File: src/rtl/spgd_dither_sequencer.sv
// SPGD iteration controller: dithers the actuator code, measures J+ and J-, then steps U along the gradient.
// Define SPGD_TIMEOUT_EN to build the ADC wait timeout and sticky ERR flag.
module spgd_dither_sequencer #(
  parameter int                   FLOAT_WIDTH = 32,
  parameter int                   DAC_WIDTH   = 14,
  parameter int                   CNT_WIDTH   = 16,
  parameter int                   ITER_WIDTH  = 32,
  parameter logic [DAC_WIDTH-1:0] U_INIT      = 14'h2000,
  parameter int                   TIMEOUT_CYC = 1000000
) (
  input  logic                   ADC_CLK,
  input  logic                   RST_N,
  input  logic                   START,
  input  logic [CNT_WIDTH-1:0]   SETTLE_CYCLES,
  input  logic [DAC_WIDTH-1:0]   DITHER_AMP,
  input  logic [4:0]             GAIN_SHIFT,
  output logic                   ADC_EN,
  input  logic                   ADC_DONE,
  input  logic [FLOAT_WIDTH-1:0] ADC_VALUE,
  output logic [DAC_WIDTH-1:0]   DAC_CODE_OUT,
  output logic [DAC_WIDTH-1:0]   U_CODE,
  output logic [FLOAT_WIDTH:0]   J_DIFF,
  output logic [ITER_WIDTH-1:0]  ITER_COUNT,
  output logic                   BUSY,
  output logic                   ERR
);

  localparam int SUM_W = FLOAT_WIDTH + 3;
  localparam logic signed [SUM_W-1:0] CODE_MAX = {{(SUM_W-DAC_WIDTH){1'b0}}, {DAC_WIDTH{1'b1}}};

  typedef enum logic [2:0] {
    S_IDLE, S_SET_P, S_SETTLE_P, S_MEAS_P, S_SET_M, S_SETTLE_M, S_MEAS_M, S_UPDATE
  } state_t;

  state_t                   r_state;
  logic [DAC_WIDTH-1:0]     r_u;
  logic [DAC_WIDTH-1:0]     r_dac;
  logic                     r_adc_en;
  logic [FLOAT_WIDTH:0]     r_jdiff;
  logic [ITER_WIDTH-1:0]    r_iter;
  logic                     r_busy;
  logic [15:0]              r_lfsr;
  logic [CNT_WIDTH-1:0]     r_settle_cnt;
  logic [CNT_WIDTH-1:0]     r_settle_lat;
  logic [DAC_WIDTH-1:0]     r_amp;
  logic [4:0]               r_shift;
  logic [FLOAT_WIDTH-1:0]   r_jp;
  logic [FLOAT_WIDTH-1:0]   r_jm;
`ifdef SPGD_TIMEOUT_EN
  logic                     r_err;
  logic [31:0]              r_to_cnt;
`endif

  function automatic logic [DAC_WIDTH-1:0] sat_code(input logic signed [SUM_W-1:0] v);
    logic [DAC_WIDTH-1:0] res;
    if (v[SUM_W-1])        res = '0;
    else if (v > CODE_MAX) res = '1;
    else                   res = v[DAC_WIDTH-1:0];
    return res;
  endfunction

  logic                          w_sign;
  logic signed [SUM_W-1:0]       w_u_ext, w_amp_in_ext, w_amp_lat_ext, w_step_ext;
  logic [DAC_WIDTH-1:0]          w_dac_p, w_dac_m, w_u_new;
  logic signed [FLOAT_WIDTH:0]   w_dj;
  logic signed [FLOAT_WIDTH+1:0] w_dj_ext, w_sdj, w_step;
  logic [15:0]                   w_lfsr_next;

  // Dither sign comes from the LFSR; SET_P uses the live amplitude, SET_M the one latched at SET_P
  assign w_sign        = r_lfsr[0];
  assign w_u_ext       = $signed({{(SUM_W-DAC_WIDTH){1'b0}}, r_u});
  assign w_amp_in_ext  = $signed({{(SUM_W-DAC_WIDTH){1'b0}}, DITHER_AMP});
  assign w_amp_lat_ext = $signed({{(SUM_W-DAC_WIDTH){1'b0}}, r_amp});
  assign w_dac_p       = sat_code(w_sign ? w_u_ext + w_amp_in_ext  : w_u_ext - w_amp_in_ext);
  assign w_dac_m       = sat_code(w_sign ? w_u_ext - w_amp_lat_ext : w_u_ext + w_amp_lat_ext);

  assign w_dj          = $signed({r_jp[FLOAT_WIDTH-1], r_jp}) - $signed({r_jm[FLOAT_WIDTH-1], r_jm});
  assign w_dj_ext      = {w_dj[FLOAT_WIDTH], w_dj};
  assign w_sdj         = w_sign ? w_dj_ext : -w_dj_ext;
  assign w_step        = w_sdj >>> r_shift;
  assign w_step_ext    = {w_step[FLOAT_WIDTH+1], w_step};
  assign w_u_new       = sat_code(w_u_ext + w_step_ext);
  assign w_lfsr_next   = {r_lfsr[0] ^ r_lfsr[2] ^ r_lfsr[3] ^ r_lfsr[5], r_lfsr[15:1]};

  always_ff @(posedge ADC_CLK or negedge RST_N) begin
    if (!RST_N) begin
      r_state      <= S_IDLE;
      r_u          <= U_INIT;
      r_dac        <= U_INIT;
      r_adc_en     <= 1'b0;
      r_jdiff      <= '0;
      r_iter       <= '0;
      r_busy       <= 1'b0;
      r_lfsr       <= 16'hACE1;
      r_settle_cnt <= '0;
`ifdef SPGD_TIMEOUT_EN
      r_err        <= 1'b0;
      r_to_cnt     <= '0;
`endif
    end else begin
      case (r_state)
        S_IDLE: begin
          if (START) begin
            r_state <= S_SET_P;
            r_busy  <= 1'b1;
`ifdef SPGD_TIMEOUT_EN
            r_err   <= 1'b0;
`endif
          end
        end
        S_SET_P: begin
          r_dac        <= w_dac_p;
          r_settle_cnt <= SETTLE_CYCLES;
          r_state      <= S_SETTLE_P;
        end
        S_SETTLE_P, S_SETTLE_M: begin
          if (r_settle_cnt <= CNT_WIDTH'(1)) begin
            r_adc_en <= 1'b1;
            r_state  <= (r_state == S_SETTLE_P) ? S_MEAS_P : S_MEAS_M;
`ifdef SPGD_TIMEOUT_EN
            r_to_cnt <= '0;
`endif
          end else begin
            r_settle_cnt <= r_settle_cnt - CNT_WIDTH'(1);
          end
        end
        S_MEAS_P, S_MEAS_M: begin
          if (ADC_DONE) begin
            r_adc_en <= 1'b0;
            r_state  <= (r_state == S_MEAS_P) ? S_SET_M : S_UPDATE;
          end
`ifdef SPGD_TIMEOUT_EN
          // Give up on a silent ADC: park the DAC back on U and leave U untouched
          else if (r_to_cnt == 32'(TIMEOUT_CYC - 1)) begin
            r_adc_en <= 1'b0;
            r_err    <= 1'b1;
            r_dac    <= r_u;
            r_busy   <= 1'b0;
            r_state  <= S_IDLE;
          end else begin
            r_to_cnt <= r_to_cnt + 32'd1;
          end
`endif
        end
        S_SET_M: begin
          r_dac        <= w_dac_m;
          r_settle_cnt <= r_settle_lat;
          r_state      <= S_SETTLE_M;
        end
        S_UPDATE: begin
          r_jdiff <= w_dj;
          r_u     <= w_u_new;
          r_dac   <= w_u_new;
          r_iter  <= r_iter + ITER_WIDTH'(1);
          r_lfsr  <= w_lfsr_next;
          r_busy  <= START;
          r_state <= START ? S_SET_P : S_IDLE;
        end
        default: r_state <= S_IDLE;
      endcase
    end
  end

  // Per-iteration configuration and measurements carry no reset; each iteration rewrites them before use
  always_ff @(posedge ADC_CLK) begin
    if (r_state == S_SET_P) begin
      r_amp        <= DITHER_AMP;
      r_shift      <= GAIN_SHIFT;
      r_settle_lat <= SETTLE_CYCLES;
    end
    if (r_state == S_MEAS_P && ADC_DONE) r_jp <= ADC_VALUE;
    if (r_state == S_MEAS_M && ADC_DONE) r_jm <= ADC_VALUE;
  end

  assign ADC_EN       = r_adc_en;
  assign DAC_CODE_OUT = r_dac;
  assign U_CODE       = r_u;
  assign J_DIFF       = r_jdiff;
  assign ITER_COUNT   = r_iter;
  assign BUSY         = r_busy;
`ifdef SPGD_TIMEOUT_EN
  assign ERR          = r_err;
`else
  assign ERR          = 1'b0;
`endif

endmodule

File: config.mk
export PLATFORM = sky130hd
export DESIGN_NAME = spgd_dither_sequencer
export DESIGN_NICKNAME = d
export VERILOG_FILES = /design/src/rtl/spgd_dither_sequencer.sv
export SDC_FILE = /design/constraint.sdc
export NUM_CORES = 1
export LEC_CHECK = 0
export CAP_MARGIN = 15
export CORE_MARGIN = 1.5
export CORE_UTILIZATION = 26
export DETAILED_ROUTE_END_ITERATION = 10
export PLACE_DENSITY = 0.39
export SYNTH_ARGS = -nofsm -noshare
export SYNTH_HDL_FRONTEND = slang
export SYNTH_SLANG_ARGS = --single-unit
File: constraint.sdc
create_clock -name ADC_CLK -period 12.2 [get_ports ADC_CLK]
set_clock_uncertainty 0.1 [all_clocks]
set_input_delay 1.83 -clock ADC_CLK [delete_from_list [all_inputs] [get_ports ADC_CLK]]
set_output_delay 1.83 -clock ADC_CLK [all_outputs]
set_load 0.02 [all_outputs]
==> reports/results.env <==
OUTCOME='complete, no violations'
FLOORPLAN.ROWS=101
WORST-SLEW-PIN-TRANSITION_NS=1.12
CPMAXSTAGEDELAYCELL='sky130_fd_sc_hd__a311oi_2'
INITIAL_UTILIZATION_PCT=26.4
MAX-SLEW-MARGIN-REL_PCT=24.3
CRITPATHCAPTURETYPE='flip-flop'
DRT_WL_TOTAL_UM=76200
SETUP_VIOL=0
LARGEST_AREA_CONTRIBUTOR_IN_THE_NETLIST='sky130_fd_sc_hd__dfrtp_1'
POSTCTSSETUPBUFFERS=0
BOUNDARYPINS=167
PRECTSSETUPSLACK_NS=1.66
CRITICAL-PATH-TOP-CELL-BY-COUNT='sky130_fd_sc_hd__a21oi_1'
WORSTPATHARRIVAL_NS=10.95
ANTENNA_FOUND_INITIAL=0
SETUP_SLACK_REG_TO_REG_NS=1.65
REG_POWER_SHARE_PCT=22.5
DRT_DRC_VIOLATIONS_LEFT=0
GRT_MAX_DEGREE=91
DRTPASS1ITERATIONS=5
FLOORPLAN.DIE_AREA_MM2=0.0791
DIE_WIDTH_UM=281
NETLIST_INSTANCES=2445
LAYOUT_WORST_PATH_CYCLE_SHARE_PCT=86.5
MOST_FREQUENT_CELLS_IN_THE_LAYOUT='sky130_fd_sc_hd__nand2_1, sky130_fd_sc_hd__nor2_1, sky130_fd_sc_hd__a21oi_1, sky130_fd_sc_hd__o21ai_0, sky130_fd_sc_hd__clkdlybuf4s50_1'
FMAXACHIEVABLE_GHz=0.0948
FIN_CRIT_NS=10.55
IR_DROP_V=0.000113
POWER.DENSITY_mW_PER_MM2=229
CTS_HOLD_BUFFERS=0
VIA_COUNT=19309
CLK_PIN_SLEW_WORST_PATHS_NS=0.06
SLEW_VIOLATIONS=0
P_LEAK_nW=9.34
SYNTH_EDF_COUNT=99
VIA_COUNT_OF_THE_FIRST_GLOBAL_ROUTING_PASS=19026
TIMING.SETUP.TNS_NS=0
YS_WARNINGS=0
AREAGROWTHSYNTHTOFINISH_PCT=17.6
NETSWITCHINGPOWER_W=0.00265
SHARE_OF_POST_ROUTE_CELLS_WITH_DRIVE_STRENGTH_ABOVE_1_PCT=7.26
P_INT_W=0.00276
WORST_SETUP_PATH_START_KIND='flip-flop'
SYN_NETS=2632
FINAL_HOLD_VIOL_COUNT=0
GRT_OVERFLOW=0
DIE-HEIGHT_UM=281
REQUIRED_NS=12.60
DRV_CAP=0
GP_CONGESTION=0.897
NETLIST.AREA_LEADER.SHARE_PCT=14.9
PORT-BUFFER-COUNT=165
STARTPOINT='r_jp[9]'
CTS.SINKS=229
ASYNC_RESET_FF_SHARE_PCT=56.8
WORST_HOLD_SLACK_NS=0.358
SEQUENTIAL_SHARE_OF_THE_SYNTHESIZED_AREA_PCT=31.0
DP.FINAL_HPWL_UM=58000
SETUP.WORST_PATH.END='DAC_CODE_OUT[1]'
SYNTH.LIB_CELLS_USED.DISTINCT=122
MAX-CLOCK-PATH-BUFFERS=3
HOLD_PATH_CLASS='reg2reg'
ROUTE.ANTENNA.REMAINING_NETS=0
NETLIST_AREA_MM2=0.0201
CLOCK_POWER_SHARE_PCT=16.9
VIAS_PER_CELL=5.37
FILLERINSTANCES=8153
ROOT_BUFFER='sky130_fd_sc_hd__clkbuf_16'
ROUTEDWLPERCELL_UM=21.2
CP_SLOWEST_STAGE_DELAY_NS=0.97
GRT_SETUP_UNREPAIRED='false'
POSTSYNTHREGISTERBITS=229
REG_TO_REG_END='DAC_CODE_OUT[1]'
LAYOUT_COMMONEST_CELL='sky130_fd_sc_hd__nand2_1'
FF2FF_PATH_DEPTH=34
CRITICAL_PATH.MAX_FANOUT=14
SYNTH_TOP_CELLS_BY_AREA='sky130_fd_sc_hd__dfrtp_1, sky130_fd_sc_hd__edfxtp_1, sky130_fd_sc_hd__ha_1'
GLOBALROUTETOTALUTIL_PCT=19.0
FIN_WS_NS=1.65
CTSHTREEMAXLEVEL=1
NNETSFINAL=2725
POST_SYNTH.CELL_AREA_AVG_UM2=8.23
TIMING_WORST_SETUP_PATH_TYPE='reg2reg'
WORSTSKEWPAIRLATENCY_NS=0.63
POWER.SHARE.COMBINATIONAL_PCT=60.5
WIRE_LENGTH_OF_THE_FIRST_GLOBAL_ROUTING_PASS_UM=117000
NETSWITCHINGFRACTION_PCT=49.0
CTS-RESIZED-GATES=0
COREAREA_MM2=0.0763
R2R-START='r_jp[9]'
POSTSYNTH.TOPFLOPCELL='sky130_fd_sc_hd__dfrtp_1'
TRITONCTS='built'
DETAILEDROUTE.FIRSTITERATIONVIOLATIONS=1411
TRITONCTS.NUM_BUFFERS=31
[synthesized netlist by cell type, types with 11 or more instances]
cell type                    n
sky130_fd_sc_hd__a21o_1     38
sky130_fd_sc_hd__ha_1      110
sky130_fd_sc_hd__dfrtp_1   120
sky130_fd_sc_hd__nand3_1    66
sky130_fd_sc_hd__buf_6      14
sky130_fd_sc_hd__or4_1      11
sky130_fd_sc_hd__xor2_1     25
sky130_fd_sc_hd__nor2_1    219
sky130_fd_sc_hd__o211ai_1   34
sky130_fd_sc_hd__o22ai_1    21
sky130_fd_sc_hd__inv_1     114
sky130_fd_sc_hd__nor2b_1    13
sky130_fd_sc_hd__o21ai_1    12
sky130_fd_sc_hd__nand2_1   305
sky130_fd_sc_hd__a21oi_1   175
sky130_fd_sc_hd__o31ai_1    15
sky130_fd_sc_hd__and4_1     12
sky130_fd_sc_hd__o21bai_1   31
sky130_fd_sc_hd__buf_2      11
sky130_fd_sc_hd__o21ai_0   170
sky130_fd_sc_hd__a31oi_1    34
sky130_fd_sc_hd__a211oi_1   38
sky130_fd_sc_hd__clkbuf_1   94
sky130_fd_sc_hd__o221ai_1   16
sky130_fd_sc_hd__nor4_1     22
sky130_fd_sc_hd__nand4_1    36
sky130_fd_sc_hd__mux2i_1    28
sky130_fd_sc_hd__or3_1      23
sky130_fd_sc_hd__a221oi_1   14
sky130_fd_sc_hd__and2_1     25
sky130_fd_sc_hd__nand2b_1   14
sky130_fd_sc_hd__o21a_1     21
sky130_fd_sc_hd__xnor2_1    66
sky130_fd_sc_hd__buf_4      15
sky130_fd_sc_hd__nor3_1     69
sky130_fd_sc_hd__and3_1     40
sky130_fd_sc_hd__edfxtp_1   99
[cell families after synthesis]
| kind of cell | count (synthesis) | share of synthesized area (%) |
|---|---|---|
| and+or+nand+nor | 918 | 22.5 |
| adders and majority gates | 116 | 7.43 |
| AOI/OAI and AO/OA | 791 | 26.8 |
| xor gates and xnor gates | 92 | 4.04 |
| other | 1 | 0.0186 |
| muxes | 43 | 2.53 |
| buffers and inverters | 255 | 5.66 |
| DFF | 229 | 31.0 |
[area by class of cell]
class	instances	area (µm²)	area share, %
diodes	1	2.50	0.0106
clock buffers	46	893	3.78
clock inverters	12	113	0.476
inverters	115	432	1.82
multi-input cells	1961	12800	54.0
flip-flops and latches	229	6240	26.4
well taps	1030	1290	5.45
repair buffers	200	1910	8.08
[layer usage]
| metal | track usage [%] | wire, µm | vias up |
|---|---|---|---|
| met3 | 1.81 | 2560 | 114 |
| li1 | - | - | 9292 |
| met2 | 32.7 | 36700 | 458 |
| met1 | 24.7 | 34400 | 9445 |
| met4 | 6.22 | 2530 | 0 |
| met5 | 0 | 0 | - |
[sequential cells by signal (all words and copies together) (netlist names)]
| register | flops |
|---|---|
| r_jm | 32 |
| ADC_EN | 1 |
| ITER_COUNT | 32 |
| r_jp | 32 |
| J_DIFF | 33 |
| r_settle_cnt | 16 |
| r_lfsr | 16 |
| r_settle_lat | 16 |
| r_shift | 5 |
| DAC_CODE_OUT | 14 |
| r_state | 3 |
| BUSY | 1 |
| r_amp | 14 |
| U_CODE | 14 |
[worst min path at each step]
stage | startpoint | to | slack, ns | cells after the start
after detailed placement | r_lfsr[7] | r_lfsr[6] | 0.35 | 2
after CTS | r_lfsr[6] | r_lfsr[6] | 0.36 | 2
final | r_lfsr[6] | r_lfsr[6] | 0.36 | 2
after floorplan | r_lfsr[11] | r_lfsr[10] | 0.33 | 2
after global placement | r_lfsr[6] | r_lfsr[5] | 0.34 | 2
after global routing | r_lfsr[13] | r_lfsr[13] | 0.37 | 2
[worst max-delay path, delay by kind of cell (launching register included)]
kind / cells / cell delay (ns)
fa+ha+maj: 2 / 1.00
xor+xnor: 1 / 0.41
flops: 1 / 0.37
compound gates: 20 / 5.27
mux: 1 / 0.17
simple gates: 10 / 3.08
[metrics by stage]
stage               instances  total power [W]  area, µm²  util (%)
floorplan                2445          0.00341      20100         -
global placement         3534          0.00450      22700      29.7
detailed placement       3535          0.00450      22700      29.7
CTS                      3593          0.00547      23700      31.0
global route             3593          0.00584      23700      31.0
finish                   3594          0.00541      23700      31.0
[power groups by stage]
stage	sequential, W	clock [W]	combinational, W
6_report	0.00122	0.000915	0.00328
5_1_grt	0.00125	0.000982	0.00361
4_1_cts	0.00123	0.000958	0.00328
3_5_place_dp	0.00124	0	0.00326
3_3_place_gp	0.00124	0	0.00326
2_1_floorplan	0.00127	0	0.00214
(Power assumes the default switching activity.)
